$ cat src/rtl/fetch_unit.sv
// Instruction fetch stage: issues sequential word fetches under a credit limit,
// queues returned words with their PCs, and restarts cleanly on redirect.
module fetch_unit #(
    parameter logic [31:0] RESET_PC  = 32'h0000_0000,
    parameter int          BUF_DEPTH = 2
) (
    input  logic        clk,
    input  logic        rst,
    output logic        imem_req_valid,
    input  logic        imem_req_ready,
    output logic [31:0] imem_req_addr,
    input  logic        imem_rsp_valid,
    input  logic [31:0] imem_rsp_data,
    output logic        instr_valid,
    input  logic        instr_ready,
    output logic [31:0] instr,
    output logic [31:0] pc,
    input  logic        redirect,
    input  logic [31:0] redirect_target
);
    localparam int            PW    = $clog2(BUF_DEPTH);
    localparam int            CW    = PW + 1;
    localparam logic [CW-1:0] DEPTH = CW'(BUF_DEPTH);

    logic [31:0]   fetchPc_q, fetchPc_d;
    logic [31:0]   rspPc_q, rspPc_d;
    logic [CW-1:0] outstanding_q, outstanding_d;
    logic [CW-1:0] dropCnt_q, dropCnt_d;
    logic [CW-1:0] count_q, count_d;
    logic [PW-1:0] head_q, head_d;
    logic [PW-1:0] tail_q, tail_d;
    logic [31:0]   bufInstr_q [BUF_DEPTH];
    logic [31:0]   bufPc_q    [BUF_DEPTH];

    logic        reqFire;
    logic        rspTake;
    logic        rspWrite;
    logic        consume;
    logic [31:0] target;

    always_comb begin
        target         = redirect_target & 32'hFFFF_FFFC;
        imem_req_valid = !rst && !redirect &&
                         (({1'b0, outstanding_q} + {1'b0, count_q}) < {1'b0, DEPTH});
        imem_req_addr  = fetchPc_q;
        instr_valid    = (count_q != '0);
        instr          = bufInstr_q[head_q];
        pc             = bufPc_q[head_q];

        reqFire  = imem_req_valid && imem_req_ready;
        // An unsolicited response is ignored so the credit count cannot underflow.
        rspTake  = imem_rsp_valid && (outstanding_q != '0);
        rspWrite = rspTake && !redirect && (dropCnt_q == '0);
        consume  = instr_valid && instr_ready;

        fetchPc_d     = fetchPc_q;
        rspPc_d       = rspPc_q;
        head_d        = head_q;
        tail_d        = tail_q;
        count_d       = count_q;
        dropCnt_d     = dropCnt_q;
        outstanding_d = outstanding_q + CW'(reqFire) - CW'(rspTake);

        if (redirect) begin
            fetchPc_d = target;
            rspPc_d   = target;
            head_d    = '0;
            tail_d    = '0;
            count_d   = '0;
            // Every request still in flight after this edge is stale, pending drops included.
            dropCnt_d = outstanding_q - CW'(rspTake);
        end else begin
            if (reqFire) fetchPc_d = fetchPc_q + 32'd4;
            if (rspTake && (dropCnt_q != '0)) dropCnt_d = dropCnt_q - CW'(1);
            if (rspWrite) begin
                tail_d  = tail_q + PW'(1);
                rspPc_d = rspPc_q + 32'd4;
            end
            if (consume) head_d = head_q + PW'(1);
            count_d = count_q + CW'(rspWrite) - CW'(consume);
        end
    end

    always_ff @(posedge clk) begin
        if (rst) begin
            fetchPc_q     <= RESET_PC;
            rspPc_q       <= RESET_PC;
            outstanding_q <= '0;
            dropCnt_q     <= '0;
            count_q       <= '0;
            head_q        <= '0;
            tail_q        <= '0;
            for (int i = 0; i < BUF_DEPTH; i++) begin
                bufInstr_q[i] <= '0;
                bufPc_q[i]    <= '0;
            end
        end else begin
            fetchPc_q     <= fetchPc_d;
            rspPc_q       <= rspPc_d;
            outstanding_q <= outstanding_d;
            dropCnt_q     <= dropCnt_d;
            count_q       <= count_d;
            head_q        <= head_d;
            tail_q        <= tail_d;
            if (rspWrite) begin
                bufInstr_q[tail_q] <= imem_rsp_data;
                bufPc_q[tail_q]    <= rspPc_q;
            end
        end
    end

    // A response with nothing outstanding means the memory and this block disagree.
    assert property (@(posedge clk) disable iff (rst) imem_rsp_valid |-> (outstanding_q != '0));

endmodule
$ cat config.mk
export PLATFORM = sky130hd
export DESIGN_NAME = fetch_unit
export DESIGN_NICKNAME = d
export VERILOG_FILES = /design/src/rtl/fetch_unit.sv
export SDC_FILE = /design/constraint.sdc
export NUM_CORES = 1
export LEC_CHECK = 0
export ABC_AREA = 1
export CAP_MARGIN = 20
export CORE_MARGIN = 2
export CORE_UTILIZATION = 48
export DETAILED_ROUTE_END_ITERATION = 12
export PLACE_DENSITY_LB_ADDON = 0.15
export SLEW_MARGIN = 20
export SYNTH_ARGS = -nofsm -noshare
export SYNTH_HDL_FRONTEND = slang
export SYNTH_SLANG_ARGS = --single-unit
$ cat constraint.sdc
create_clock -name clk -period 7.13 [get_ports clk]
set_input_delay 2.139 -clock clk [delete_from_list [all_inputs] [get_ports clk]]
set_output_delay 2.139 -clock clk [all_outputs]
set_load 0.1 [all_outputs]
== After elaboration in Yosys (flattened, before gate mapping) ==
Memory sizes are Yosys's and may differ from the RTL's. A register that Yosys moved wholly into a read port is not among the register bits.
Index checks and enable logic that the tools add are counted.

* Add/subtract/negate cells: 11
* Multiply operators: 0
* Div/mod/pow operators: 0
* $lt $le $gt $ge: 1
* Eq/ne operators: 0
* Shift-type cells: 0
* Mux-type cells: 21
* Bitwise operators: 0
* Reduce and logical (&&, ||, !) cells: 20

{| class="wikitable"
|+ Operators by type and width
! cell !! count
|-
| $mux W32 || 6
|-
| $add A32 B3 Y32 const B || 2
|-
| $reduce_or A32 Y1 || 2
|-
| $mux W1 || 13
|-
| $reduce_bool A2 Y1 || 6
|-
| $logic_and A1 B1 Y1 || 8
|-
| $sub A2 B1 Y2 || 3
|-
| $add A2 B1 Y2 || 2
|-
| $mux W2 || 2
|-
| $add A2 B2 Y3 || 1
|-
| $lt A3 B2 Y1 const B || 1
|-
| $add A1 B1 Y1 const B || 2
|-
| $logic_not A1 Y1 || 2
|-
| $logic_not A2 Y1 || 1
|-
| $reduce_or A2 Y1 || 1
|-
| $sub A2 B1 Y2 const B || 1
|}

* Register bits: 72
* Bits in latches: 0
* RAM bits: 128
* Memory bits (read-only): 0
* Output and inout port bits: 98
* Logic and storage cells: 64
* Memories kept: 2

{| class="wikitable"
|+ Memory list
! name !! words !! bits a word !! read ports !! clocked after memory_dff !! wr ports !! RTL line !! text
|-
| bufInstr_q || 2 || 32 || 1 || 1 || 2 || 32 || <nowiki>logic [31:0] bufInstr_q [BUF_DEPTH];</nowiki>
|-
| bufPc_q || 2 || 32 || 1 || 1 || 2 || 33 || <nowiki>logic [31:0] bufPc_q [BUF_DEPTH];</nowiki>
|}

== Logic depth before layout (Yosys ltp) ==
* Word-level depth: 9
* Depth in mapped cells: 14
* Gate-level depth less buffers: 13

== Least setup slack after synthesis ==
OpenSTA, ideal clock, no wires.

* Path type: input -> output
* Start: in rst
* End: out imem_req_valid
* Arrival time: 3071 ps
* Data required time: 4991 ps
* Setup slack: 1920 ps
* Stages: 4
* Cells stage by stage: buf_6 > nor2_8 > nand2_1 > inv_1

* Word-level cells in the longest chain between the ends: 3

{| class="wikitable"
|+ Ends and longest elaborated chain
! what !! RTL line !! text
|-
| start: declaration || 8 || <nowiki>input logic rst,</nowiki>
|-
| $logic_not A1 Y1 || 43 || <nowiki>imem_req_valid = !rst && !redirect &&</nowiki>
|-
| $logic_and A1 B1 Y1 (2 in a row) || 43 ||
|-
| end: declaration || 9 || <nowiki>output logic imem_req_valid,</nowiki>
|}

Every way passes these cells.

== Worst setup path in the final report ==
Ends and elaborated chain as after synthesis.

==> out/results.txt <==
The flow ran to the end, and the final reports show no timing, DRC or antenna violations. For the final instance area, the log shows 12330 um2. The top cell type by area accounts for 37.23% of the synthesized area. Excluding fillers, the count of instances in the completed layout stands at 1587. The aggregate global routing overflow is 0.

The cell sitting at the root of the clock tree is a clkbuf_16. Die outline height: 148.3 um. The area growth from synthesis to final layout came out at 23.30%. The run gives 0.1845 GHz as the highest achievable clock rate. The fraction of final layout cells sized beyond drive strength 1 is 11.54%, and the number of cell instances on the worst register-to-register path is 9. Number of cells after detailed placement: 1555. The pin count of the biggest net entering global routing is 63, and the number of search-and-repair iterations in the first detailed-routing pass is 5.

The setup check on the worst reg-to-reg path leaves a slack of 4.55 ns. The tools report the total number of yosys warnings as 0. The worst hold path begins at head_q.

The flop and latch count out of synthesis is 193, and the number of routed nets with antenna violations is 0. The routed via count divided by cell count was 5.146. The initial core utilization was 49.11%.

Data on the critical path is required at its endpoint by 4.99 ns. Power spread over the standard cell area amounts to 248.4 nW/um2. Across the routed clock network, the largest skew measured is 0.01083 ns. After the first detailed-routing iteration, the DRC count stood at 525. The biggest area contributor in the post-synthesis netlist is edfxtp_1.

The startpoint type of the worst setup path was an input pin. The run gives 0 as the DRC violations left. The number of hold-repair buffers added at the cts stage is 0, and the async set or reset register ratio after synthesis is 0%.

Once the clock tree was built, the resizer swapped 0 gates to a different size. The tools report the launching element of the worst setup path as rst. STA puts the critical path data arrival time at 3.28 ns. Summing all placed instances gives a cell area of 11740 um2.

The number of buffers created by CTS was 17. In this run the worst path has a maximum fanout of 10. The number of failing setup endpoints in the final timing report is 0, and the number of distinct library cells after synthesis is 42.

The horizontal die dimension was 148.3 um; the via count was 8166. Via count of the first global-routing pass: 7937. Leading register cell type out of synthesis: edfxtp_1. The final-stage net count came out at 1383. By area the synthesized netlist is led by edfxtp_1, dfxtp_1, nand2_1. The run gives 0.9488 as the global placement routability congestion.

The transition time at the pin with the least slew margin is 1.043 ns. The min-delay analysis places its worst path in the category flop to flop. Wires add up to 24040 um.

Setup repair after global routing left no endpoint under its margin. The number of pins with negative max-slew slack in the final report was 0; the clock transition at the register clock pins on the worst setup and hold paths after CTS was 0.08 ns. The final critical path takes up 76.02% of the cycle.

A synthesized cell averages 8.629 um2. The tool flagged a number of max-cap violations equal to 0. The first global-routing pass estimated 38580 um of wire. Counting every instance in the synthesized netlist gives 1159. The worst path in the final design needs a cycle of 5.421 ns, including I/O delays and setup.

The number of antenna diodes in the final layout is 0. The count of input and output buffers is 161, and the utilization after layout is 60.55%. The tools report the total global routing track utilization as 22.11%. The run gives 2 as the number of buffers on the longest clock path.

The tools report the area enclosed by the die boundary as 22010 um2. At the later pin of the worst-skew pair, clock insertion delay measures 0.43 ns. The run gives 168 as the boundary pin count. Yosys mapped a number of flops with a built-in enable equal to 124. The commonest cells after synthesis are nand2_1, nor2_1, inv_1. The run gives 0.4539 ns as the worst hold slack. After clock tree synthesis, the setup repair step added 0 buffers. The total negative slack came out at 0 ns. In this run the cell area of the synthesized design comes to 10000 um2.

The count of cells along the worst hold path was 1. Summed over all nets, the half-perimeter wirelength after detailed placement is 16420 um. The area of the placeable core was 20360 um2. In this run the static leakage power is 0.004805 uW.

The startpoint identified for the worst register-to-register timing path is dropCnt_q[0]. IR analysis of the VDD net gives a maximum drop of 168.2 uV. The wire length per cell came out at 15.15 um. TritonCTS built the clock tree. The tree built by TritonCTS fans out to 193 sinks.

The share of the yosys chip area belonging to registers is 51.04%, and the number of levels in the clock H-tree is 4. After floorplanning, the core was divided into 52 placement rows. The kind of capture point of the worst setup path is an output pin.

The most frequent cell after synthesis was nand2_1. The initial antenna violation count is 0. The critical path in this run is classified as input pin to output pin. The endpoint identified for the worst register-to-register timing path is bufPc_q[0][24].

The run gives 30.24% as the relative slew slack. For the number of hold-slack violations in the final timing report, the log shows 0.
==> logic make-up (layout without fill, tap and decap cells) <==
kind of cell | after synthesis | in the layout | synth area share (%)
simple gates | 551 | 551 | 23.72
mux | 62 | 62 | 6.981
fa+ha+maj | 9 | 9 | 1.201
other cells | 1 | 4 | 0.03750
buf+inv | 195 | 350 | 8.620
compound gates | 136 | 136 | 7.344
flops | 193 | 193 | 51.04
xor+xnor | 12 | 12 | 1.051
==> worst max-delay path by stage <==
stage | end | slack [ns] | depth (start not counted)
after floorplan | imem_req_valid | 1.92 | 4
after global placement | imem_req_valid | 1.69 | 5
after detailed placement | imem_req_valid | 1.70 | 5
after CTS | imem_req_valid | 1.69 | 5
after global routing | imem_req_valid | 1.65 | 5
final | imem_req_valid | 1.71 | 5
==> layout make-up <==
type | instances | area, um2
Timing Repair Buffer | 169 | 1677
Sequential cell | 193 | 5106
Inverter | 149 | 561.8
Tap cell | 270 | 337.8
Clock buffer | 17 | 425.4
Fill cell | 1853 | 8034
Clock inverter | 15 | 167.7
Multi-Input combinational cell | 774 | 4055
==> where the power goes <==
| group | switching, uW | leakage (uW) | internal, uW |
|---|---|---|---|
| combinational | 569 | 0.00267 | 206 |
| sequential | 61.3 | 0.00185 | 1270 |
| clock | 455 | 0.000289 | 499 |
==> flip-flops by register name, summed over array words and instances (netlist names), 2 cells and up, named ones only <==
| signal | cells |
|---|---|
| bufInstr_q | 64 |
| bufPc_q | 60 |
| imem_req_addr | 30 |
| rspPc_q | 30 |
| count_q | 2 |
| dropCnt_q | 2 |
| outstanding_q | 2 |
==> layer usage <==
layer / track usage, % / share of wire, % / vias up
li1: - / - / 4057
met1: 29.56 / 46 / 3800
met2: 37.18 / 46 / 275
met3: 3.589 / 5.7 / 34
met4: 6.667 / 1.8 / 0
met5: 0 / 0 / -
==> per-stage QoR <==
step | setup slack, ns | power [uW]
after floorplan | 1.920 | 1944
after global placement | 1.690 | 2124
after detailed placement | 1.702 | 2134
after CTS | 1.691 | 3079
after global routing | 1.645 | 3183
final | 1.709 | 3063
==> worst max-delay path, stage by stage <==
cell and delay (ns):
clkdlybuf4s50_1 0.50, nor2_8 0.28, nand2_1 0.08, inv_1 0.10, buf_12 0.18
==> cells in the final DEF, fill, tap and decap left out, types with 4 or more instances in the layout <==
master and n:
o21ai_0 46, nor2_1 203, buf_4 8, nand2_2 6
nand4_1 6, xor2_1 10, edfxtp_1 124, inv_1 144
or2_2 4, nor2_4 4, nand3_1 67, nor2_2 19
dfxtp_1 68, mux2_2 62, conb_1 4, clkdlybuf4s50_1 159
nand2_1 226, a21oi_1 62, clkbuf_16 17, nor3_1 5
inv_6 5, ha_1 8, a31oi_1 16
Note: power is estimated with default switching activity, not from simulation.
